`src/rtl/contador_pkg.sv`:
```
// Shared types and helpers for the button-driven display counter.
// Digit stepping serves both hex and packed-BCD arithmetic (see CONTADOR_BCD_MODE_EN).
package contador_pkg;

  localparam int DEBOUNCE_CYCLES_DEF = 500000;

  localparam logic [3:0] BCD_MAX_DIGIT = 4'd9;
  localparam logic [3:0] HEX_MAX_DIGIT = 4'hF;

  typedef enum logic {
    ESTABLE   = 1'b0,
    VALIDANDO = 1'b1
  } deb_state_e;

  // Steps four packed digits by one, rippling carry/borrow across all of them.
  // With a max digit of F this is plain 16-bit modulo arithmetic.
  function automatic logic [15:0] paso_digitos(input logic [15:0] valor,
                                               input logic        subir,
                                               input logic [3:0]  max_digito);
    logic [15:0] res;
    logic        acarreo;
    logic [3:0]  dig;
    res     = valor;
    acarreo = 1'b1;
    for (int i = 0; i < 4; i++) begin
      dig = valor[4*i +: 4];
      if (acarreo) begin
        if (subir) begin
          if (dig == max_digito) begin
            dig = 4'd0;
          end else begin
            dig     = dig + 4'd1;
            acarreo = 1'b0;
          end
        end else begin
          if (dig == 4'd0) begin
            dig = max_digito;
          end else begin
            dig     = dig - 4'd1;
            acarreo = 1'b0;
          end
        end
      end
      res[4*i +: 4] = dig;
    end
    return res;
  endfunction

endpackage

```
`src/rtl/antirrebote.sv`:
```
// One push-button conditioner: 2-flop synchroniser, debounce FSM and a
// registered one-cycle pulse on each accepted press (release gives no pulse).
//
// state     | meaning
// ESTABLE   | debounced level matches the synchronised input
// VALIDANDO | input differs; counting stable cycles before accepting it
module antirrebote
  import contador_pkg::*;
#(
  parameter int DEBOUNCE_CYCLES = DEBOUNCE_CYCLES_DEF
) (
  input  logic clk_i,
  input  logic rst_n_i,
  input  logic boton_i,
  output logic pulso_o
);

  localparam int CW = (DEBOUNCE_CYCLES > 2) ? $clog2(DEBOUNCE_CYCLES) : 1;
  localparam logic [CW-1:0] CNT_MAX = CW'(DEBOUNCE_CYCLES - 1);

  logic [1:0]    sync_q;
  deb_state_e    estado_q, estado_d;
  logic [CW-1:0] cnt_q, cnt_d;
  logic          nivel_q, nivel_d;
  logic          pulso_q, pulso_d;

  always_ff @(posedge clk_i or negedge rst_n_i) begin
    if (!rst_n_i) begin
      sync_q   <= 2'b00;
      estado_q <= ESTABLE;
      cnt_q    <= '0;
      nivel_q  <= 1'b0;
      pulso_q  <= 1'b0;
    end else begin
      sync_q   <= {sync_q[0], boton_i};
      estado_q <= estado_d;
      cnt_q    <= cnt_d;
      nivel_q  <= nivel_d;
      pulso_q  <= pulso_d;
    end
  end

  always_comb begin
    estado_d = estado_q;
    cnt_d    = cnt_q;
    nivel_d  = nivel_q;
    case (estado_q)
      ESTABLE: begin
        if (sync_q[1] != nivel_q) begin
          cnt_d    = '0;
          estado_d = VALIDANDO;
        end
      end
      VALIDANDO: begin
        if (sync_q[1] == nivel_q) begin
          estado_d = ESTABLE;
        end else if (cnt_q == CNT_MAX) begin
          nivel_d  = sync_q[1];
          estado_d = ESTABLE;
        end else begin
          cnt_d = cnt_q + CW'(1);
        end
      end
      default: estado_d = ESTABLE;
    endcase
    pulso_d = nivel_d & ~nivel_q;
  end

  assign pulso_o = pulso_q;

endmodule

```
`src/rtl/contador_valor_display.sv`:
```
// Up/down/clear counter feeding the 7-segment display value; wraps with a pulse.
// Define CONTADOR_BCD_MODE_EN for 4-digit packed BCD, otherwise 16-bit hex.
module contador_valor_display
  import contador_pkg::*;
#(
  parameter int DEBOUNCE_CYCLES = DEBOUNCE_CYCLES_DEF
) (
  input  logic        clkNexys2,
  input  logic        Reset,
  input  logic        btnUp,
  input  logic        btnDown,
  input  logic        btnClear,
  output logic [15:0] numBinario,
  output logic        desbordamiento
);

`ifdef CONTADOR_BCD_MODE_EN
  localparam logic [3:0] MAX_DIGITO = BCD_MAX_DIGIT;
`else
  localparam logic [3:0] MAX_DIGITO = HEX_MAX_DIGIT;
`endif

  logic        inc_pulso, dec_pulso, clr_pulso;
  logic [15:0] valor_q, valor_d;
  logic        desb_q, desb_d;

  antirrebote #(.DEBOUNCE_CYCLES(DEBOUNCE_CYCLES)) u_deb_up (
    .clk_i(clkNexys2), .rst_n_i(Reset), .boton_i(btnUp), .pulso_o(inc_pulso)
  );

  antirrebote #(.DEBOUNCE_CYCLES(DEBOUNCE_CYCLES)) u_deb_down (
    .clk_i(clkNexys2), .rst_n_i(Reset), .boton_i(btnDown), .pulso_o(dec_pulso)
  );

  antirrebote #(.DEBOUNCE_CYCLES(DEBOUNCE_CYCLES)) u_deb_clear (
    .clk_i(clkNexys2), .rst_n_i(Reset), .boton_i(btnClear), .pulso_o(clr_pulso)
  );

  always_ff @(posedge clkNexys2 or negedge Reset) begin
    if (!Reset) begin
      valor_q <= 16'h0000;
      desb_q  <= 1'b0;
    end else begin
      valor_q <= valor_d;
      desb_q  <= desb_d;
    end
  end

  // Clear wins outright; opposing steps in the same cycle cancel.
  always_comb begin
    valor_d = valor_q;
    desb_d  = 1'b0;
    if (clr_pulso) begin
      valor_d = 16'h0000;
    end else if (inc_pulso && !dec_pulso) begin
      valor_d = paso_digitos(valor_q, 1'b1, MAX_DIGITO);
      desb_d  = (valor_q == {4{MAX_DIGITO}});
    end else if (dec_pulso && !inc_pulso) begin
      valor_d = paso_digitos(valor_q, 1'b0, MAX_DIGITO);
      desb_d  = (valor_q == 16'h0000);
    end
  end

  assign numBinario     = valor_q;
  assign desbordamiento = desb_q;

endmodule
```
`config.mk`:
```
export PLATFORM = sky130hd
export DESIGN_NAME = contador_valor_display
export DESIGN_NICKNAME = d
export VERILOG_FILES = /design/src/rtl/contador_pkg.sv /design/src/rtl/antirrebote.sv /design/src/rtl/contador_valor_display.sv
export SDC_FILE = /design/constraint.sdc
export NUM_CORES = 1
export LEC_CHECK = 0
export CAP_MARGIN = 20
export CORE_MARGIN = 2
export CORE_UTILIZATION = 35
export DETAILED_ROUTE_END_ITERATION = 16
export GPL_ROUTABILITY_DRIVEN = 0
export SLEW_MARGIN = 20
export SYNTH_ARGS = -nofsm -noshare
export SYNTH_HDL_FRONTEND = slang
export SYNTH_SLANG_ARGS = --single-unit
```
`constraint.sdc`:
```
create_clock -name clkNexys2 -period 2.7 [get_ports clkNexys2]
set_clock_uncertainty 0.05 [all_clocks]
set_input_delay 0.54 -clock clkNexys2 [delete_from_list [all_inputs] [get_ports clkNexys2]]
set_output_delay 0.54 -clock clkNexys2 [all_outputs]
set_load 0.1 [all_outputs]
```
# ---- Word-level counts from Yosys, hierarchy flattened
# Index checks and enable logic that the tools add are counted.
# Widths: inputs -> output; s select.
dict set report totals {
  regBits 89
  input_bits 5
  output_inout_bits 17
}
dict set report classes {
  add_sub_neg 11
  n_eq_ne 26
  mux 78
  bitwise 9
  reduce_logical 19
}
# op n
set ops {}
lappend ops {{$mux 19} 9}
lappend ops {{$pmux 19 s2} 3}
lappend ops {{$add 19x1->19 const B} 3}
lappend ops {{$eq 19x19->1 const B} 3}
lappend ops {{$mux 4} 14}
lappend ops {{$mux 16} 3}
lappend ops {{$mux 1} 46}
lappend ops {{$reduce_and 3->1} 6}
lappend ops {{$add 4x1->4 const B} 4}
lappend ops {{$eq 16x16->1 const B} 1}
lappend ops {{$eq 4x4->1 const B} 4}
lappend ops {{$logic_not 16->1} 1}
lappend ops {{$logic_not 4->1} 4}
lappend ops {{$sub 4x1->4 const B} 4}
lappend ops {{$ne 2x2->1 const B} 6}
lappend ops {{$reduce_bool 3->1} 4}
lappend ops {{$ne 3x1->1 const B} 3}
lappend ops {{$ne 2x1->1 const B} 3}
lappend ops {{$not 1->1} 6}
lappend ops {{$pmux 1 s2} 3}
lappend ops {{$and 1x1->1} 3}
lappend ops {{$eq 1x1->1} 3}
lappend ops {{$ne 1x1->1} 3}
lappend ops {{$logic_and 1x1->1} 2}
lappend ops {{$logic_not 1->1} 2}

# ---- Longest topological paths before layout
dict set report depth {
  word_depth 17
  depth_mapped 9
}

# ---- Modules after synthesis
# From an unflattened synthesis, not the netlist that was laid out.
dict set report hier_totals {
  hier_cells 591
  area_unflattened_um2 5516.5
}
# module instances cells_per_inst area_per_inst_um2 seq_area_each_um2
set by_module_without_submodules {}
lappend by_module_without_submodules {antirrebote 3 143 1370.1 600.6}
lappend by_module_without_submodules {contador_valor_display 1 162 1406.3 425.4}

# ---- Worst setup path before layout
# Ideal clock, no wire load.
dict set report synth_path {
  path_kind {reg2reg}
  start {register valor_q[4], in the netlist numBinario[4]}
  end {register valor_q[10], in the netlist numBinario[10]}
  setup_time_ps 133
  arrival_time_ps 2352
  t_required_ps 2517
  slack_ps 165
  stages_incl_launch_ff 8
  n_path_buf 0
  path_cell_list {dfrtp_1 -> inv_1 -> ha_1 -> or4b_4 -> a221oi_4 -> nand2_1 -> xnor2_1 -> nor2_1}
}
dict set report synth_between {
  elab_chain_cells 8
}
# item line
set synth_lines {}
lappend synth_lines {{start, declared} contador_valor_display.sv:24} ;# logic [15:0] valor_q, valor_d;
lappend synth_lines {{start signal, assigned} contador_valor_display.sv:44} ;# valor_q <= valor_d;
lappend synth_lines {{$logic_not 4->1} contador_pkg.sv:36} ;# if (dig == 4'd0) begin
lappend synth_lines {{$mux 1} contador_pkg.sv:36}
lappend synth_lines {{$mux 1} contador_pkg.sv:27} ;# if (acarreo) begin
lappend synth_lines {{$mux 1} contador_valor_display.sv:58} ;# end else if (dec_pulso && !inc_pulso) begin
lappend synth_lines {{$mux 1} contador_valor_display.sv:55} ;# end else if (inc_pulso && !dec_pulso) begin
lappend synth_lines {{$mux 1} contador_valor_display.sv:53} ;# if (clr_pulso) begin
lappend synth_lines {{$reduce_bool 3->1 (no source line)} --}
lappend synth_lines {{$reduce_and 3->1 (no source line) *} --}
# Mark *: on every way between the ends. The rest lies on a longest branch, timed or not. The select of a mux whose other input is x is not followed.
# A chain may end at the register's enable or synchronous reset.

# ---- Final worst setup path
# Same ends and word-level chain as after synthesis.

==> impl_results.md <==
* Hold Path Class: in -> async
* Cell Area, Synth at 5100 um2
* CTS tree: built
* Starting Density at 35.5%
* Diode count at 0
* Worst-path clk slew at 0.06 ns
* Largest net degree at the start of global routing at 49
* # H-tree levels at 3
* Unique masters post-synth at 60
* Max-Cap Viols at 0
* Pwr per Cell Area at 492 nW/um2
* Required time of the critical path at 2.85 ns
* Sequential share of power at 49.2%
* Syn Nets at 578
* DP Wirelength at 7.45 mm
* WP data arrival at 2.43 ns
* Slew Viols, Final at 0
* Reg2Reg Setup Slack at 0.41 ns
* Mapped Cells at 560
* Post-synth top flop: dfrtp_1
* Num CTS Buffers at 9
* Placement Setup Slack at 0.422 ns
* Congestion Overflow GR at 0
* Rel. slew slack at 52.5%
* CP Launch Type: flop
* Initial DRT Pass Iterations at 4
* Worst slew pin tran at 0.709 ns
* Number of synthesized flops with an enable pin at 0
* Slowest stage cell, crit path: or4b_4
* Period utilization at 84.7%
* Number of synthesized register bits at 89
* Cells along the critical path: inv_1 -> ha_1 -> or4b_4 -> a221oi_4 -> nand2_1 -> xnor2_1 -> nor2_1
* Async SR Flop Fraction at 100%
* Reg2Reg Depth at 7
* IO Port Bufs at 21
* CP endpoint kind: flop
* Antenna violations before repair at 0
* Vias after detailed routing at 4,230
* R2r endpoint: numBinario[10]$_DFFE_PN0P_
* Post_cts resized at 0
* Via density at 5.50
* Clock buffer depth at 2
* LEAKAGE at 2.51 nW
* Post-route ant nets at 0
* Run status: completed
* Comb pwr share at 4.8%
* Die H at 125 um
* Aggregate routed wire length at 10.9 mm
* Io pins at 22
* CP Max Fanout at 9
* Root buf cell: clkbuf_16
* Highest achievable clock rate at 0.437 GHz
* Share of layout cells above drive strength 1 at 12.3%
* CTS sink count at 89
* Final Setup Violations at 0
* DP Area at 5500 um2
* Yosys warning total at 0
* Post-synthesis sequential area ratio at 43.7%
* Final Cell Area at 5820 um2
* VDD IR max at 0.287 mV
* GRT Total Usage at 14.5%
* First-pass GRT wire length at 19.2 mm
* Reg2reg start: numBinario[4]$_DFFE_PN0P_
* Routed wire per std cell at 14.1 um
* Rows at 44
* Clock Power Share at 46.0%
* Hold Vio Cnt, Final at 0
* Slack of the critical path at 0.414 ns
* Internal Power at 2.23 mW
* Fin nets at 599
* DIE AREA at 15,500 um2
* Core Area at 14,400 um2
* CP peak stage delay at 0.53 ns
* Vias in the first global route at 4,098
* Setup Buffers After CTS at 0
* CTS Hold Bufs at 0
* Switching power at 639 uW
* Residual DRC at 0
* Average size of a mapped cell at 9.10 um2
* Setup Crit Path Kind: reg -> reg
* Unrepaired setup endpoints after global routing: false
* Layout area overhead at 14.1%
* Die Wd at 125 um
* Switching share of total power at 22.3%
* Setup TNS Final at 0 ns
* Post-layout min period at 2.29 ns
* Initial DRC Count at 346
* Clk_lat worst skew at 0.34 ns
layout by cell type (no fill, tap or decap), drive strengths merged, types with 9 or more instances in the layout:
cell type,instances
a21oi,33
o21ai,38
mux2,11
o211ai,9
nor4,12
inv,27
ha,13
nand3,37
nor3,13
dfrtp,89
o31ai,10
clkbuf,13
nand2,52
nor2,54
xnor2,18
and3,12
nand4,18
buf,30
cell families (layout without fill, tap and decap cells):
kind of cell / after synthesis / after routing / share of synthesized area [%]
compound gates: 130 / 130 / 16.9
xor+xnor: 24 / 24 / 4.12
buf+inv: 50 / 75 / 3.95
fa+ha+maj: 13 / 13 / 3.19
mux: 15 / 15 / 3.46
simple gates: 239 / 239 / 24.7
flops: 89 / 89 / 43.7
how the worst max path moves through the flow:
stage | to | start | cells after the start | slack (ns)
6_report | numBinario[10]$_DFFE_PN0P_ | numBinario[4]$_DFFE_PN0P_ | 7 | 0.41
3_5_place_dp | numBinario[10]$_DFFE_PN0P_ | numBinario[4]$_DFFE_PN0P_ | 7 | 0.42
3_3_place_gp | numBinario[10]$_DFFE_PN0P_ | numBinario[4]$_DFFE_PN0P_ | 7 | 0.50
2_1_floorplan | numBinario[10]$_DFFE_PN0P_ | numBinario[4]$_DFFE_PN0P_ | 7 | 0.17
4_1_cts | numBinario[10]$_DFFE_PN0P_ | numBinario[4]$_DFFE_PN0P_ | 7 | 0.41
5_1_grt | numBinario[10]$_DFFE_PN0P_ | numBinario[4]$_DFFE_PN0P_ | 7 | 0.26
Yosys cell counts, types with 5 or more instances:
cell type  instances  area [um2]
o211ai_1           9        67.6
a21o_1             5        37.5
o31ai_1           10        75.1
nor4_1            10        62.6
clkbuf_1          15        56.3
or3_1              8        50.1
ha_1              13         163
and3_1            12        75.1
and4_1             6        52.6
nor2_1            54         203
a22o_1             8        70.1
a211oi_1           5        37.5
o21ai_0           37         185
nand3_1           37         185
dfrtp_1           89        2230
nor3_1            12        60.1
nand4_1           18         113
a31oi_1            5        31.3
xor2_1             6        52.6
xnor2_1           18         158
a21oi_1           31         155
nand2_1           51         191
mux2_2            11         124
inv_1             27         101
state kept, by name, indices dropped and copies added (netlist names), 2 cells and up:
register,flops
u_deb_up.sync_q,2
u_deb_up.cnt_q,19
u_deb_clear.sync_q,2
u_deb_down.sync_q,2
u_deb_down.cnt_q,19
numBinario,16
u_deb_clear.cnt_q,19
worst max-delay path, delay by kind of cell, from the launching register on:
kind / cells / cell delay (ns)
flops: 1 / 0.47
simple gates: 3 / 0.70
xor+xnor: 1 / 0.15
compound gates: 1 / 0.43
fa+ha+maj: 1 / 0.23
buf+inv: 1 / 0.11
routing by layer:
layer,vias up,share of wire (%),wire [um],track usage [%]
li1,2092,-,-,-
met1,2069,49,5290,19.8
met2,63,47,5140,23.7
met3,6,3.3,357,2.62
met4,0,0.63,68,3.70
met5,-,0,0,0
area by class of cell:
type                       count  area [um2]
clock inverter                 2        35.0
tap                          184         230
fill                        1420        8550
multi-input combinational    421        2680
inverter                      27         101
timing repair buffer          33         268
clock buffer                  13         280
sequential                    89        2230
power by group through the flow:
stage	Sequential, mW	Combinational (mW)	Clock [mW]
after floorplan	1.41	0.0848	0
after global placement	1.43	0.136	0
after detailed placement	1.43	0.139	0
after CTS	1.41	0.140	1.35
after global routing	1.42	0.160	1.41
final	1.41	0.137	1.32
through the flow:
step                      instances  power (mW)  utilization, %  hold slack (ns)
after floorplan                 560        1.50               -            0.194
after global placement          754        1.57            38.3            0.291
after detailed placement        754        1.57            38.3            0.302
after CTS                       769        2.90            40.5            0.202
after global routing            769        2.98            40.5            0.234
final                           769        2.86            40.5            0.180
Note: power is estimated with default switching activity, not from simulation.
